`config.mk`:
```
export PLATFORM = sky130hd
export DESIGN_NAME = sys_out_rd
export DESIGN_NICKNAME = d
export VERILOG_FILES = /design/src/rtl/sys_out_rd.sv
export SDC_FILE = /design/constraint.sdc
export NUM_CORES = 1
export LEC_CHECK = 0
export ABC_AREA = 1
export BUFFER_PORTS_ARGS = -buffer_cell sky130_fd_sc_hd__buf_2
export CORE_MARGIN = 5
export CORE_UTILIZATION = 55
export CTS_CLUSTER_SIZE = 12
export DETAILED_ROUTE_END_ITERATION = 12
export PLACE_DENSITY = 0.83
export SLEW_MARGIN = 30
export SYNTH_ARGS = -nofsm -noshare
export SYNTH_HDL_FRONTEND = slang
export SYNTH_SLANG_ARGS = --single-unit
```
`constraint.sdc`:
```
create_clock -name sys_clk -period 2.95 [get_ports sys_clk]
set_input_delay 0.295 -clock sys_clk [delete_from_list [all_inputs] [get_ports sys_clk]]
set_output_delay 0.295 -clock sys_clk [all_outputs]
set_load 0.05 [all_outputs]
```
`src/rtl/sys_out_rd.sv`:
```
// -----------------------------------------------------------------------------
// sys_out_rd
//   Read-side sequencer for the sys_out dual-port RAM. On start it reads the
//   RAM back in linear order, GAMMA frames of M words each. Words stream out
//   over a valid/ready interface, and a 2-entry skid FIFO absorbs backpressure.
//   Read issue is credit-limited, so the FIFO cannot overflow.
//
//   Optional feature macro: SYS_OUT_RD_PARITY_EN
//     When defined, out_par is added. It is the even parity of
//     {out_last, out_data} and is stored with each FIFO entry.
//
// Ports:
//   sys_clk   in   clock, rising edge
//   reset_n   in   asynchronous active-low reset
//   start     in   single-cycle pass request, honoured only when idle
//   rd_en     out  DPR read strobe
//   rd_addr   out  DPR read address (FEATURE_BITS)
//   rd_data   in   DPR read data, valid one cycle after rd_en (DATA_W)
//   out_valid out  out_data/out_last valid
//   out_ready in   downstream accept
//   out_data  out  word at FIFO head (DATA_W)
//   out_last  out  final word of a frame
//   out_par   out  parity of {out_last,out_data} (SYS_OUT_RD_PARITY_EN only)
//   busy      out  pass in progress
//   done      out  one-cycle pulse after the final word of the pass
// -----------------------------------------------------------------------------
module sys_out_rd #(
  parameter int FEATURE_BITS = 4,
  parameter int M            = 9,
  parameter int GAMMA        = 3,
  parameter int DATA_W       = 16
) (
  input  logic                    sys_clk,
  input  logic                    reset_n,
  input  logic                    start,
  output logic                    rd_en,
  output logic [FEATURE_BITS-1:0] rd_addr,
  input  logic [DATA_W-1:0]       rd_data,
  output logic                    out_valid,
  input  logic                    out_ready,
  output logic [DATA_W-1:0]       out_data,
  output logic                    out_last,
`ifdef SYS_OUT_RD_PARITY_EN
  output logic                    out_par,
`endif
  output logic                    busy,
  output logic                    done
);

  typedef enum logic [1:0] {
    ST_IDLE  = 2'd0,
    ST_READ  = 2'd1,
    ST_DRAIN = 2'd2
  } state_t;

  localparam logic [FEATURE_BITS-1:0] M_LAST = FEATURE_BITS'(M - 1);
  localparam logic [FEATURE_BITS-1:0] G_LAST = FEATURE_BITS'(GAMMA - 1);

  // A FIFO entry is {[par,] last, data}; the head entry drives the outputs.
`ifdef SYS_OUT_RD_PARITY_EN
  localparam int ENT_W = DATA_W + 2;

  function automatic logic even_par(input logic last, input logic [DATA_W-1:0] data);
    return ^{last, data};
  endfunction
`else
  localparam int ENT_W = DATA_W + 1;
`endif

  state_t                  state_r;
  state_t                  state_s;
  logic [FEATURE_BITS-1:0] m_it_r;
  logic [FEATURE_BITS-1:0] g_it_r;
  logic                    inflight_r;
  logic                    last_tag_r;
  logic [1:0]              count_r;
  logic [1:0]              count_s;
  logic [ENT_W-1:0]        head_r;
  logic [ENT_W-1:0]        head_s;
  logic [ENT_W-1:0]        tail_r;
  logic [ENT_W-1:0]        tail_s;
  logic [ENT_W-1:0]        new_ent_s;
  logic                    out_valid_r;
  logic                    busy_r;
  logic                    done_r;
  logic                    rd_en_s;
  logic                    start_ok_s;
  logic                    finish_s;
  logic                    pop_s;
  logic [2:0]              credit_s;

  assign pop_s = out_valid_r & out_ready;

  // Occupancy the FIFO will have once the in-flight word lands and this
  // cycle's pop leaves; a new read is allowed only while this is below 2.
  assign credit_s = {1'b0, count_r} + {2'b00, inflight_r} - {2'b00, pop_s};

`ifdef SYS_OUT_RD_PARITY_EN
  assign new_ent_s = {even_par(last_tag_r, rd_data), last_tag_r, rd_data};
`else
  assign new_ent_s = {last_tag_r, rd_data};
`endif

  // Next-state, read issue and pass start/finish decode.
  always_comb begin
    state_s    = state_r;
    rd_en_s    = 1'b0;
    start_ok_s = 1'b0;
    finish_s   = 1'b0;
    case (state_r)
      ST_IDLE: begin
        // A start coinciding with the done pulse is dropped.
        if (start && !done_r) begin
          start_ok_s = 1'b1;
          state_s    = ST_READ;
        end else begin
          state_s    = ST_IDLE;
        end
      end
      ST_READ: begin
        if (credit_s < 3'd2) begin
          rd_en_s = 1'b1;
          if ((m_it_r == M_LAST) && (g_it_r == G_LAST)) begin
            state_s = ST_DRAIN;
          end else begin
            state_s = ST_READ;
          end
        end else begin
          state_s = ST_READ;
        end
      end
      ST_DRAIN: begin
        // Nothing in flight and the FIFO empties with this cycle's pop.
        if (!inflight_r && (credit_s == 3'd0)) begin
          finish_s = 1'b1;
          state_s  = ST_IDLE;
        end else begin
          state_s  = ST_DRAIN;
        end
      end
      default: begin
        state_s = ST_IDLE;
      end
    endcase
  end

  // Skid FIFO next values: push from the in-flight read, pop on handshake.
  always_comb begin
    count_s = count_r;
    head_s  = head_r;
    tail_s  = tail_r;
    case ({inflight_r, pop_s})
      2'b10: begin
        count_s = count_r + 2'd1;
        if (count_r == 2'd0) begin
          head_s = new_ent_s;
        end else begin
          tail_s = new_ent_s;
        end
      end
      2'b01: begin
        count_s = count_r - 2'd1;
        if (count_r == 2'd2) begin
          head_s = tail_r;
        end else begin
          head_s = head_r;
        end
      end
      2'b11: begin
        count_s = count_r;
        if (count_r == 2'd1) begin
          head_s = new_ent_s;
        end else begin
          head_s = tail_r;
          tail_s = new_ent_s;
        end
      end
      default: begin
        count_s = count_r;
      end
    endcase
  end

  // State, status and in-flight tracking registers.
  always_ff @(posedge sys_clk or negedge reset_n) begin
    if (!reset_n) begin
      state_r    <= ST_IDLE;
      busy_r     <= 1'b0;
      done_r     <= 1'b0;
      inflight_r <= 1'b0;
      last_tag_r <= 1'b0;
    end else begin
      state_r    <= state_s;
      done_r     <= finish_s;
      inflight_r <= rd_en_s;
      last_tag_r <= rd_en_s & (m_it_r == M_LAST);
      if (start_ok_s) begin
        busy_r <= 1'b1;
      end else if (finish_s) begin
        busy_r <= 1'b0;
      end else begin
        busy_r <= busy_r;
      end
    end
  end

  // Word (m) and frame (g) counters, advanced once per issued read.
  always_ff @(posedge sys_clk or negedge reset_n) begin
    if (!reset_n) begin
      m_it_r <= {FEATURE_BITS{1'b0}};
      g_it_r <= {FEATURE_BITS{1'b0}};
    end else if (start_ok_s) begin
      m_it_r <= {FEATURE_BITS{1'b0}};
      g_it_r <= {FEATURE_BITS{1'b0}};
    end else if (rd_en_s) begin
      if (m_it_r == M_LAST) begin
        m_it_r <= {FEATURE_BITS{1'b0}};
        if (g_it_r == G_LAST) begin
          g_it_r <= {FEATURE_BITS{1'b0}};
        end else begin
          g_it_r <= g_it_r + FEATURE_BITS'(1);
        end
      end else begin
        m_it_r <= m_it_r + FEATURE_BITS'(1);
      end
    end else begin
      m_it_r <= m_it_r;
      g_it_r <= g_it_r;
    end
  end

  // Skid FIFO storage; the head register feeds the outputs directly.
  always_ff @(posedge sys_clk or negedge reset_n) begin
    if (!reset_n) begin
      count_r     <= 2'd0;
      head_r      <= {ENT_W{1'b0}};
      tail_r      <= {ENT_W{1'b0}};
      out_valid_r <= 1'b0;
    end else begin
      count_r     <= count_s;
      head_r      <= head_s;
      tail_r      <= tail_s;
      out_valid_r <= (count_s != 2'd0);
    end
  end

  assign rd_en     = rd_en_s;
  assign rd_addr   = m_it_r;
  assign out_valid = out_valid_r;
  assign out_data  = head_r[DATA_W-1:0];
  assign out_last  = head_r[DATA_W];
`ifdef SYS_OUT_RD_PARITY_EN
  assign out_par   = head_r[DATA_W+1];
`endif
  assign busy      = busy_r;
  assign done      = done_r;

endmodule

```
### Word-level counts from Yosys, hierarchy flattened

Index checks and enable logic that the tools add are counted.

| word-level totals | value |
|---|---|
| bits in latches | 0 |
| output and inout bits | 25 |
| memories kept | 0 |
| bits in read-only memories | 0 |
| input port bits | 20 |
| register bits | 51 |
| word-level logic and storage cells | 78 |
| RAM bits | 0 |

| cells by class | value |
|---|---|
| equality and inequality tests | 13 |
| div/mod/pow operators | 0 |
| multipliers | 0 |
| $add $sub $neg | 6 |
| bitwise operators | 2 |
| $lt $le $gt $ge | 1 |
| shift-type cells | 0 |
| reduce and logical (&&, ||, !) cells | 17 |
| mux-type cells | 28 |

Operator list:

| kind | number |
|---|---|
| 17-bit 2-to-1 mux | 5 |
| 17-bit one-hot mux with 3 select lines | 1 |
| 17-bit one-hot mux with 2 select lines | 1 |
| 4-bit 2-to-1 mux | 7 |
| 2-bit nonzero test | 5 |
| 1-bit 2-to-1 mux | 9 |
| 4-bit by 1-bit adder with 4-bit output, second input constant | 2 |
| 2-bit equality test, second input constant | 4 |
| 2-bit != test, second input constant | 4 |
| 2-bit by 1-bit equality test with 1-bit output, second input constant | 3 |
| 2-bit 2-to-1 mux | 3 |
| 2-bit one-hot mux with 3 select lines | 1 |
| 3-bit AND reduction | 2 |
| 4-bit by 2-bit equality test with 1-bit output, second input constant | 1 |
| 4-bit equality test, second input constant | 1 |
| 2-bit logical NOT | 2 |
| 2-bit one-hot mux with 2 select lines | 1 |
| 2-bit by 1-bit adder with 3-bit output | 1 |
| 1-bit logical AND | 3 |
| 3-bit logical NOT | 1 |
| 3-bit by 2-bit less-than comparator with 1-bit output, second input constant | 1 |
| 3-bit nonzero test | 1 |
| 3-bit by 1-bit subtractor with 3-bit output | 1 |
| 2-bit by 1-bit adder with 2-bit output, second input constant | 1 |
| other kinds (4) | 6 |

### Depth between registers and ports, before layout

Gate-level depths: netlist of run 1.

| depth | value |
|---|---|
| depth in word-level cells | 8 |
| mapped depth | 13 |
| gate-level depth less buffers | 13 |

### Worst setup path after synthesis of run 1

OpenSTA, ideal clock, no wires.

| timing path | value |
|---|---|
| path type | reg2reg |
| from | register out_valid_r (netlist: out_valid) |
| to | register m_it_r[0] (netlist: rd_addr[0]) |
| arrival | 3.238 ns |
| period minus slack after synthesis | 3.320 ns |
| path slack | -0.370 ns |
| path buffers | 0 |
| cell stages (with the launch flop) | 12 |
| library setup time | 0.083 ns |
| data required time | 2.867 ns |
| cells stage by stage | dfrtp_1 nand2_2 inv_4 nand2_1 nand2_1 ha_1 fa_1 inv_1 nand2_1 nor3_1 nand3_1 o21ai_0 |

| on the way | value |
|---|---|
| word-level cells in the longest chain between the ends | 6 |

Ends and longest elaborated chain:

| item | RTL line | text |
|---|---|---|
| start, declared | 83 | `logic out_valid_r;` |
| start signal, assigned | 243 | `out_valid_r <= (count_s != 2'd0);` |
| 1-bit AND | 92 | `assign pop_s = out_valid_r & out_ready;` |
| 3-bit by 1-bit subtractor with 3-bit output | 96 | `assign credit_s = {1'b0, count_r} + {2'b00, inflight_r} - {2'b00, pop_s};` |
| 3-bit by 2-bit less-than comparator with 1-bit output | 121 | `if (credit_s < 3'd2) begin` |
| 1-bit 2-to-1 mux | 121 |  |
| 1-bit 2-to-1 mux | 110 | `case (state_r)` |
| net rd_en | 36 | `output logic rd_en,` |
| 2-bit nonzero test (no source line) | - |  |
| end signal, assigned | 210 | `m_it_r <= {FEATURE_BITS{1'b0}};` |
| end signal, assigned | 213 | `m_it_r <= {FEATURE_BITS{1'b0}};` |
| end signal, assigned | 217 | `m_it_r <= {FEATURE_BITS{1'b0}};` |
| end, declared | 72 | `logic [FEATURE_BITS-1:0] m_it_r;` |

The timed path passes the listed nets, and every way through them passes these cells.
A chain may end at the register's enable or synchronous reset.

### Worst setup path after layout of run 1

| timing path | value |
|---|---|
| from | register out_valid_r (netlist: out_valid) |
| to | output rd_en |

| on the way | value |
|---|---|
| word-level cells in the longest chain between the ends | 5 |

Ends and longest elaborated chain:

| item | RTL line |
|---|---|
| 1-bit AND | 92 |
| 3-bit by 1-bit subtractor with 3-bit output | 96 |
| 3-bit by 2-bit less-than comparator with 1-bit output | 121 |
| 1-bit 2-to-1 mux | 121 |
| 1-bit 2-to-1 mux | 110 |
| end, declared | 36 |

Every way passes these cells.

==> results of run 1 <==
==> layer usage <==
| layer | share of wire, % | global-route usage (%) | vias up | routed length [µm] |
|---|---|---|---|---|
| li1 | - | - | 1081 | - |
| met1 | 44 | 19.8 | 930 | 2100 |
| met2 | 48 | 29.3 | 46 | 2270 |
| met3 | 6.8 | 4.51 | 5 | 324 |
| met4 | 1.3 | 5.50 | 0 | 63 |
| met5 | 0 | 0 | - | 0 |
==> power breakdown <==
group | internal (mW) | switching, mW | total [mW]
clock | 0.253 | 0.231 | 0.484
sequential | 0.998 | 0.193 | 1.19
combinational | 0.497 | 1.33 | 1.83
==> flip-flops by register name, summed over array words and instances, names as in the netlist, 2 cells and up <==
register,count
state_r,2
tail_r,17
rd_addr,4
head_r,17
g_it_r,4
count_r,2
==> through the flow <==
step	util, %	power (mW)	instances	setup WS, ns	hold slack (ns)
floorplan	-	2.72	324	0.159	-0.000591
global placement	60.9	2.97	426	0.583	0.443
detailed placement	60.9	3.03	426	0.476	0.445
CTS	63.3	3.52	434	0.151	0.110
global route	63.5	3.80	434	0.0513	0.146
finish	63.5	3.51	434	0.255	0.0857
==> worst max-delay path, stage by stage, from the launching register on <==
cell,delay (ns)
dfrtp_1,0.39
nand2_2,0.15
inv_4,0.08
nand2_1,0.11
nand2_1,0.07
ha_1,0.20
fa_1,0.44
inv_1,0.07
nand2_1,0.10
nor3_4,0.20
clkbuf_4,0.28
==> timing repair <==
item	4_1_cts	5_1_grt
setup buffers	0	0
hold buffers	0	0
resized for setup	0	2
setup endpoints to repair	0	1
==> synthesized netlist by cell type <==
cell	count	share of area (%)
nand3_2	1	0.38
buf_2	1	0.19
xor2_1	2	0.66
nor2_4	1	0.42
inv_1	57	8.0
o21ai_4	1	0.61
o21ai_0	13	2.4
buf_8	1	0.56
fa_1	1	0.75
o211ai_1	16	4.5
inv_2	1	0.14
nand2_1	110	15
nor3_1	2	0.38
buf_6	7	3.0
dfrtp_1	51	48
o21ai_1	8	1.5
nand2_2	1	0.23
nand3_1	14	2.6
inv_4	1	0.23
nor2_2	2	0.47
nand2_4	3	1.3
nand3b_4	1	0.75
inv_6	1	0.33
a21oi_1	1	0.19
o21ai_2	1	0.33
ha_1	8	3.8
nand4_1	3	0.70
buf_4	1	0.28
nor2_1	14	2.0
==> how the worst max path moves through the flow <==
stage | slack (ns) | endpoint
finish | 0.26 | rd_en
global route | 0.05 | rd_en
CTS | 0.15 | rd_en
detailed placement | 0.48 | rd_en
global placement | 0.58 | rd_en
floorplan | 0.16 | rd_addr[0]$_DFFE_PN0P_
==> area by class of cell <==
cell class	instances	area share (%)
sequential	51	42.6
multi-input combinational	203	35.4
inverter	60	7.76
timing repair buffer	45	7.68
tap	67	2.80
clock buffer	5	2.30
clock inverter	3	1.46
==> cells by family after synthesis <==
| logic type | Yosys count | synth area share (%) |
|---|---|---|
| simple gates | 152 | 24.7 |
| buf+inv | 70 | 12.7 |
| flops | 51 | 47.9 |
| compound gates | 40 | 9.57 |
| fa+ha+maj | 9 | 4.51 |
| xor+xnor | 2 | 0.657 |
==> results.txt, run 1 <==
Pre-antenna DRT Iters = 4
class of the worst hold path = in -> async
fmax = 0.371 GHz
Yosys cell types = 29
routed vias/inst = 4.75
commonest non-fill, non-tap cells in the layout = nand2_1 (110), inv_1 (57), dfrtp_1 (51), buf_2 (43), o211ai_1 (16)
Placed Area = 2880 µm²
Critical R2R Launch = out_valid$_DFF_PN0_
synthesis warning total = 0
initial core utilization = 56.5%
multi-input logic area = 1060 µm²
antenna viol nets, final = 0
final setup vio count = 0
PortBufs = 44
minimum clock period = 2.69 ns
residual DRC count = 0
Critical Path RT = 2.65 ns
die area = 6340 µm²
Avg Cell Area, Syn = 8.23 µm²
vias in the first global route = 1958
relative slew slack = 51.1%
largest net degree at the start of global routing = 52
first-pass GRT wire length = 8.42 mm
nets = 395
num rows = 25
area delta synth->final = 12.4%
GP Congestion = 0.798
Clock Sinks = 51
dpl hpwl = 3.37 mm
outcome = complete, no violations
CP arrival = 2.40 ns
initial antenna violation count = 0
wire per inst = 10.9 µm
FF-to-FF End = g_it_r[3]$_DFFE_PN0P_
cell area after layout = 3000 µm²
DRT iter0 DRCs = 138
clock buffer count from CTS = 5
Cell Pwr Density = 1170 nW/µm²
H-tree levels = 2
sequential cell area = 1280 µm²
Final Hold Viols = 0
max-slew violations = 0
#FFs+latches synth = 51
RSZ-0062 raised after global routing = no
core area = 4720 µm²
setup tns final = 0 ns
Post-Synthesis Cells = 324
Setup Skew = 0.00435 ns
endpoint class of the critical path = output port
Die Span Y = 79.6 µm
clk slew on worst S/H paths = 0.09 ns
critical path class = reg -> out
MaxCap Viol Count = 0
clk_lat worst skew = 0.30 ns
CTS max path bufs = 2
Worst setup SP type = flip-flop
TritonCTS clock tree = done
net count after synthesis = 353
io pins = 45
Worst R2R Path Depth = 13
peak supply drop = 875 µV
n_diodes = 0
share of cells above drive strength 1 = 18.5%
crit-path max FO = 5
commonest non-fill, non-tap cell in the layout = nand2_1
Die X = 79.6 µm
post-synthesis sequential area ratio = 47.9%
Total Routing Usage GR = 16.7%
Synth Cell Area = 2670 µm²
leak pwr = 1.69 nW
fin crit share = 91.4%
reg2reg setup slack = 0.65 ns
# fillers = 390
grt ovf = 0
crit path launch = out_valid$_DFF_PN0_
Root Buffer Master = clkbuf_8
Vias = 2062
worst-margin pin slew = 0.731 ns
Routed WL = 4.75 mm
Power figures use the tool's default switching activity.
==> run 2, diff against run 1 <==
Settings changed: CELL_PAD_IN_SITES_DETAIL_PLACEMENT set to 1, CELL_PAD_IN_SITES_GLOBAL_PLACEMENT set to 1, CORE_UTILIZATION 55 to 45, PLACE_DENSITY 0.83 to 0.9.
==> results.txt, run 2 (synthesis results as in run 1) <==
die area = 7560 µm²
nets = 396
Routed WL = 6.13 mm
outcome = complete, no violations
share of cells above drive strength 1 = 18.5%
wire per inst = 13.9 µm
DRT iter0 DRCs = 79
first-pass GRT wire length = 10.5 mm
vias in the first global route = 2314
Finished Layout Cells = 442
post-CTS resize count = 0
residual DRC count = 0
CP arrival = 2.42 ns
Vias = 2196
crit-path max FO = 5
worst-margin pin slew = 0.833 ns
cell area after layout = 3010 µm²
biggest regs = head_r x17, tail_r x17
Root Buffer Master = clkbuf_8
Clock Sinks = 51
commonest non-fill, non-tap cell in the layout = nand2_1
final core utilization = 51.4%
RSZ-0062 raised after global routing = no
n_diodes = 0
class of the worst hold path = in -> async
initial antenna violation count = 0
Placed Area = 2890 µm²
io pins = 45
max-slew violations = 0
Critical Path RT = 2.65 ns
relative slew slack = 44.5%
core area = 5850 µm²
clk_lat worst skew = 0.30 ns
Cell Pwr Density = 1190 nW/µm²
MaxCap Viol Count = 0
commonest non-fill, non-tap cells in the layout = nand2_1 (110), inv_1 (57), dfrtp_1 (51), buf_2 (43), o211ai_1 (16)
grt ovf = 0
Die X = 87.0 µm
area delta synth->final = 12.9%
Setup Skew = 0.00709 ns
Total Routing Usage GR = 17.6%
TritonCTS clock tree = done
Setup Buffers After CTS = 0
fmax = 0.368 GHz
peak supply drop = 768 µV
clk slew on worst S/H paths = 0.09 ns
PortBufs = 44
largest net degree at the start of global routing = 38
minimum clock period = 2.71 ns
critical path class = reg -> out
clock buffer count from CTS = 5
fin crit share = 92.0%
hold buffer count at CTS = 0
# fillers = 749
Final Hold Viols = 0
Pre-antenna DRT Iters = 4
endpoint class of the critical path = output port
Die Span Y = 87.0 µm
Worst setup SP type = flip-flop
setup tns final = 0 ns
antenna viol nets, final = 0
dpl hpwl = 4.50 mm
H-tree levels = 2
hold_ws = 0.0794 ns
CTS max path bufs = 2
GP Congestion = 0.746
num rows = 28
leak pwr = 1.69 nW
Cells after DPL = 435
final setup vio count = 0
routed vias/inst = 4.97
initial core utilization = 45.6%
[run 2: cell count changes in the layout (fill, tap and decap cells not counted)]
cell	change
buf_4	+1
clkinv_2	-1
clkinvlp_4	+1
clkinv_4	-1
[run 2: routing by layer]
layer	share of wire (%)	GRT usage (%)	wire [µm]	vias to the layer above
li1	-	-	-	1078
met1	42	20.7	2600	1073
met2	52	32.2	3190	36
met3	4.3	3.69	263	9
met4	1.3	4.82	77	0
met5	0	0	0	-
[run 2: metrics by stage]
stage / setup slack, ns / power (mW)
floorplan: 0.159 / 2.72
global placement: 0.583 / 3.00
detailed placement: 0.484 / 3.10
CTS: 0.140 / 3.60
global route: 0.0551 / 3.87
finish: 0.235 / 3.57
[run 2: critical path, cell delays in order (launching register included)]
cell and delay, ns:
dfrtp_1 0.39, nand2_2 0.16, inv_4 0.08, nand2_1 0.12
nand2_1 0.07, ha_1 0.20, fa_1 0.43, inv_1 0.08
nand2_1 0.11, nor3_4 0.21, clkbuf_4 0.28
[run 2: worst paths after layout]
kind / slack, ns / from / to / cells past startpoint
max: 0.24 / out_valid$_DFF_PN0_ / rd_en / 10
min: 0.08 / reset_n / head_r[15]$_DFFE_PN0P_ / 1
max reg2reg: 0.58 / out_valid$_DFF_PN0_ / g_it_r[3]$_DFFE_PN0P_ / 13
min reg2reg: 0.48 / busy$_DFFE_PN0P_ / busy$_DFFE_PN0P_ / 2
max in group asynchronous: 2.21 / reset_n / tail_r[3]$_DFFE_PN0P_ / 2
min in group sys_clk: 0.22 / rd_data[1] / tail_r[1]$_DFFE_PN0P_ / 3
[run 2: layout make-up]
type	instances	area, µm²	area share (%)
multi-input combinational	203	1060	35.3
clock buffer	5	68.8	2.29
tap	75	93.8	3.12
timing repair buffer	46	238	7.90
clock inverter	2	37.5	1.25
inverter	60	233	7.73
sequential	51	1280	42.4
[run 2: power breakdown]
group / total (mW) / switching (mW) / internal (mW)
logic: 1.87 / 1.38 / 0.498
clock network: 0.481 / 0.233 / 0.248
registers: 1.21 / 0.212 / 0.999
==> run 3, diff against run 2 <==
Settings changed: BUFFER_PORTS_ARGS -buffer_cell sky130_fd_sc_hd__buf_2 to -buffer_cell sky130_fd_sc_hd__clkbuf_2.
==> results.txt, run 3 (synthesis results as in run 1) <==
outcome = complete, but fails checks
failing checks = hold timing
n_diodes = 0
first-pass GRT wire length = 10.8 mm
sw frac = 52.2%
crit-path cells = nand2_2, inv_4, nand2_1, nand2_1, ha_1, fa_1, inv_1, nand2_1, nor3_4, clkbuf_4
class of the worst hold path = in -> async
fmax = 0.361 GHz
initial core utilization = 45.6%
Root Buffer Master = clkbuf_8
RSZ-0062 raised after global routing = no
dpl hpwl = 4.41 mm
CTS max path bufs = 2
Crit path max-delay family = simple AND/OR/NAND/NOR gates
leak pwr = 1.69 nW
minimum clock period = 2.77 ns
MaxCap Viol Count = 0
endpoint class of the critical path = output port
Finished Layout Cells = 443
switching power = 1.84 mW
Cells after DPL = 435
largest net degree at the start of global routing = 40
CP arrival = 2.48 ns
Max Used Layer = met4
clock share of power = 12.3%
share of cells above drive strength 1 = 18.8%
Crit path largest cell delay = 0.46 ns
buffer and inverter count on the worst path = 3
power share of the sequential group = 34.3%
Die X = 87.0 µm
area delta synth->final = 12.7%
Critical Path RT = 2.65 ns
commonest non-fill, non-tap cell in the layout = nand2_1
core area = 5850 µm²
crit-path most repeated cell = nand2_1
Setup Skew = 0.00639 ns
Gate power share = 53.5%
DR WL met2 = 3.15 mm
TritonCTS clock tree = done
Die Span Y = 87.0 µm
grt ovf = 0
H-tree levels = 2
Final WS setup = 0.178 ns
nets = 396
max-slew violations = 0
residual DRC count = 0
GP Congestion = 0.736
commonest non-fill, non-tap cells in the layout = nand2_1 (110), inv_1 (57), dfrtp_1 (51), clkbuf_2 (42), o211ai_1 (16)
critical path class = reg -> out
final setup vio count = 0
Worst setup SP type = flip-flop
setup tns final = 0 ns
Crit-path slowest cell = fa_1
antenna viol nets, final = 0
Pre-antenna DRT Iters = 4
relative slew slack = 49.9%
hold buffer count at CTS = 0
die area = 7560 µm²
Place WS = 0.449 ns
Cell Int Power = 1.69 mW
initial antenna violation count = 0
clk slew on worst S/H paths = 0.10 ns
Cell Pwr Density = 1180 nW/µm²
worst-margin pin slew = 0.749 ns
io pins = 45
DRT iter0 DRCs = 62
Routed WL = 6.06 mm
clock buffer count from CTS = 5
DR WL met3 = 238 µm
hold_ws = -0.0241 ns
clk_lat worst skew = 0.31 ns
peak supply drop = 845 µV
Placed Area = 2900 µm²
crit-path max FO = 5
Total Routing Usage GR = 17.9%
Final Hold Viols = 18
routed vias/inst = 4.96
wire per inst = 13.7 µm
M1 wire length = 2.60 mm
PortBufs = 44
num rows = 28
Vias = 2198
biggest regs = head_r x17, tail_r x17
Clock Sinks = 51
vias in the first global route = 2373
fin crit share = 94.0%
cell area after layout = 3000 µm²
==> run 3: cell count changes in the layout (fill, tap and decap cells not counted), sizes merged <==
| cell | change |
|---|---|
| bufinv | -1 |
| clkbuf | +44 |
| buf | -43 |
| clkinv | +1 |
==> run 3: final cells by class <==
cell class	instances	area (µm²)
Multi-Input combinational cell	203	1060
Clock buffer	6	82.6
Clock inverter	2	16.3
Inverter	60	233
Timing Repair Buffer	46	240
Tap cell	75	93.8
Sequential cell	51	1280
Fill cell	743	2850
==> run 3: final timing paths <==
| path | from | end | slack (ns) | cells after the start |
|---|---|---|---|---|
| min in group sys_clk | rd_data[12] | tail_r[12]$_DFFE_PN0P_ | 0.22 | 3 |
| setup reg to reg | out_valid$_DFF_PN0_ | g_it_r[0]$_DFFE_PN0P_ | 0.55 | 13 |
| hold / removal | reset_n | head_r[1]$_DFFE_PN0P_ | -0.02 | 1 |
| hold reg to reg | head_r[6]$_DFFE_PN0P_ | head_r[6]$_DFFE_PN0P_ | 0.49 | 2 |
| setup / recovery | out_valid$_DFF_PN0_ | rd_en | 0.18 | 10 |
| max in group asynchronous | reset_n | head_r[4]$_DFFE_PN0P_ | 2.44 | 2 |
==> run 3: worst reg2reg max path: cells and delay by family (launching register included) <==
kind / cells / cell delay, ns
and+or+nand+nor: 9 / 1.15
DFF: 1 / 0.40
buffers and inverters: 2 / 0.16
adders and majority gates: 2 / 0.66
==> run 3: per-stage QoR <==
step                util [%]  hold WS [ns]  total power, mW
global placement        49.5         0.462             3.00
detailed placement      49.5         0.346             3.11
floorplan                  -     -0.000591             2.72
global route            51.3        0.0118             3.83
finish                  51.3       -0.0241             3.53
CTS                     51.2      0.000880             3.56
==> run 3: per-layer routing <==
metal | track usage, % | vias up
li1 | - | 1078
met1 | 21.0 | 1070
met2 | 33.1 | 43
met3 | 3.41 | 7
met4 | 4.67 | 0
met5 | 0 | -
==> run 3: power by group through the flow <==
stage | Clock, mW | Sequential [mW] | Combinational [mW]
after floorplan | 0 | 1.68 | 1.04
after global placement | 0 | 1.20 | 1.79
after detailed placement | 0 | 1.23 | 1.88
after CTS | 0.448 | 1.22 | 1.90
after global routing | 0.483 | 1.25 | 2.09
final | 0.433 | 1.21 | 1.89
==> run 3: repair_timing <==
item	in CTS	in global routing
endpoints found under the setup margin	0	1
gates resized for setup	0	3
buffers inserted	0	0
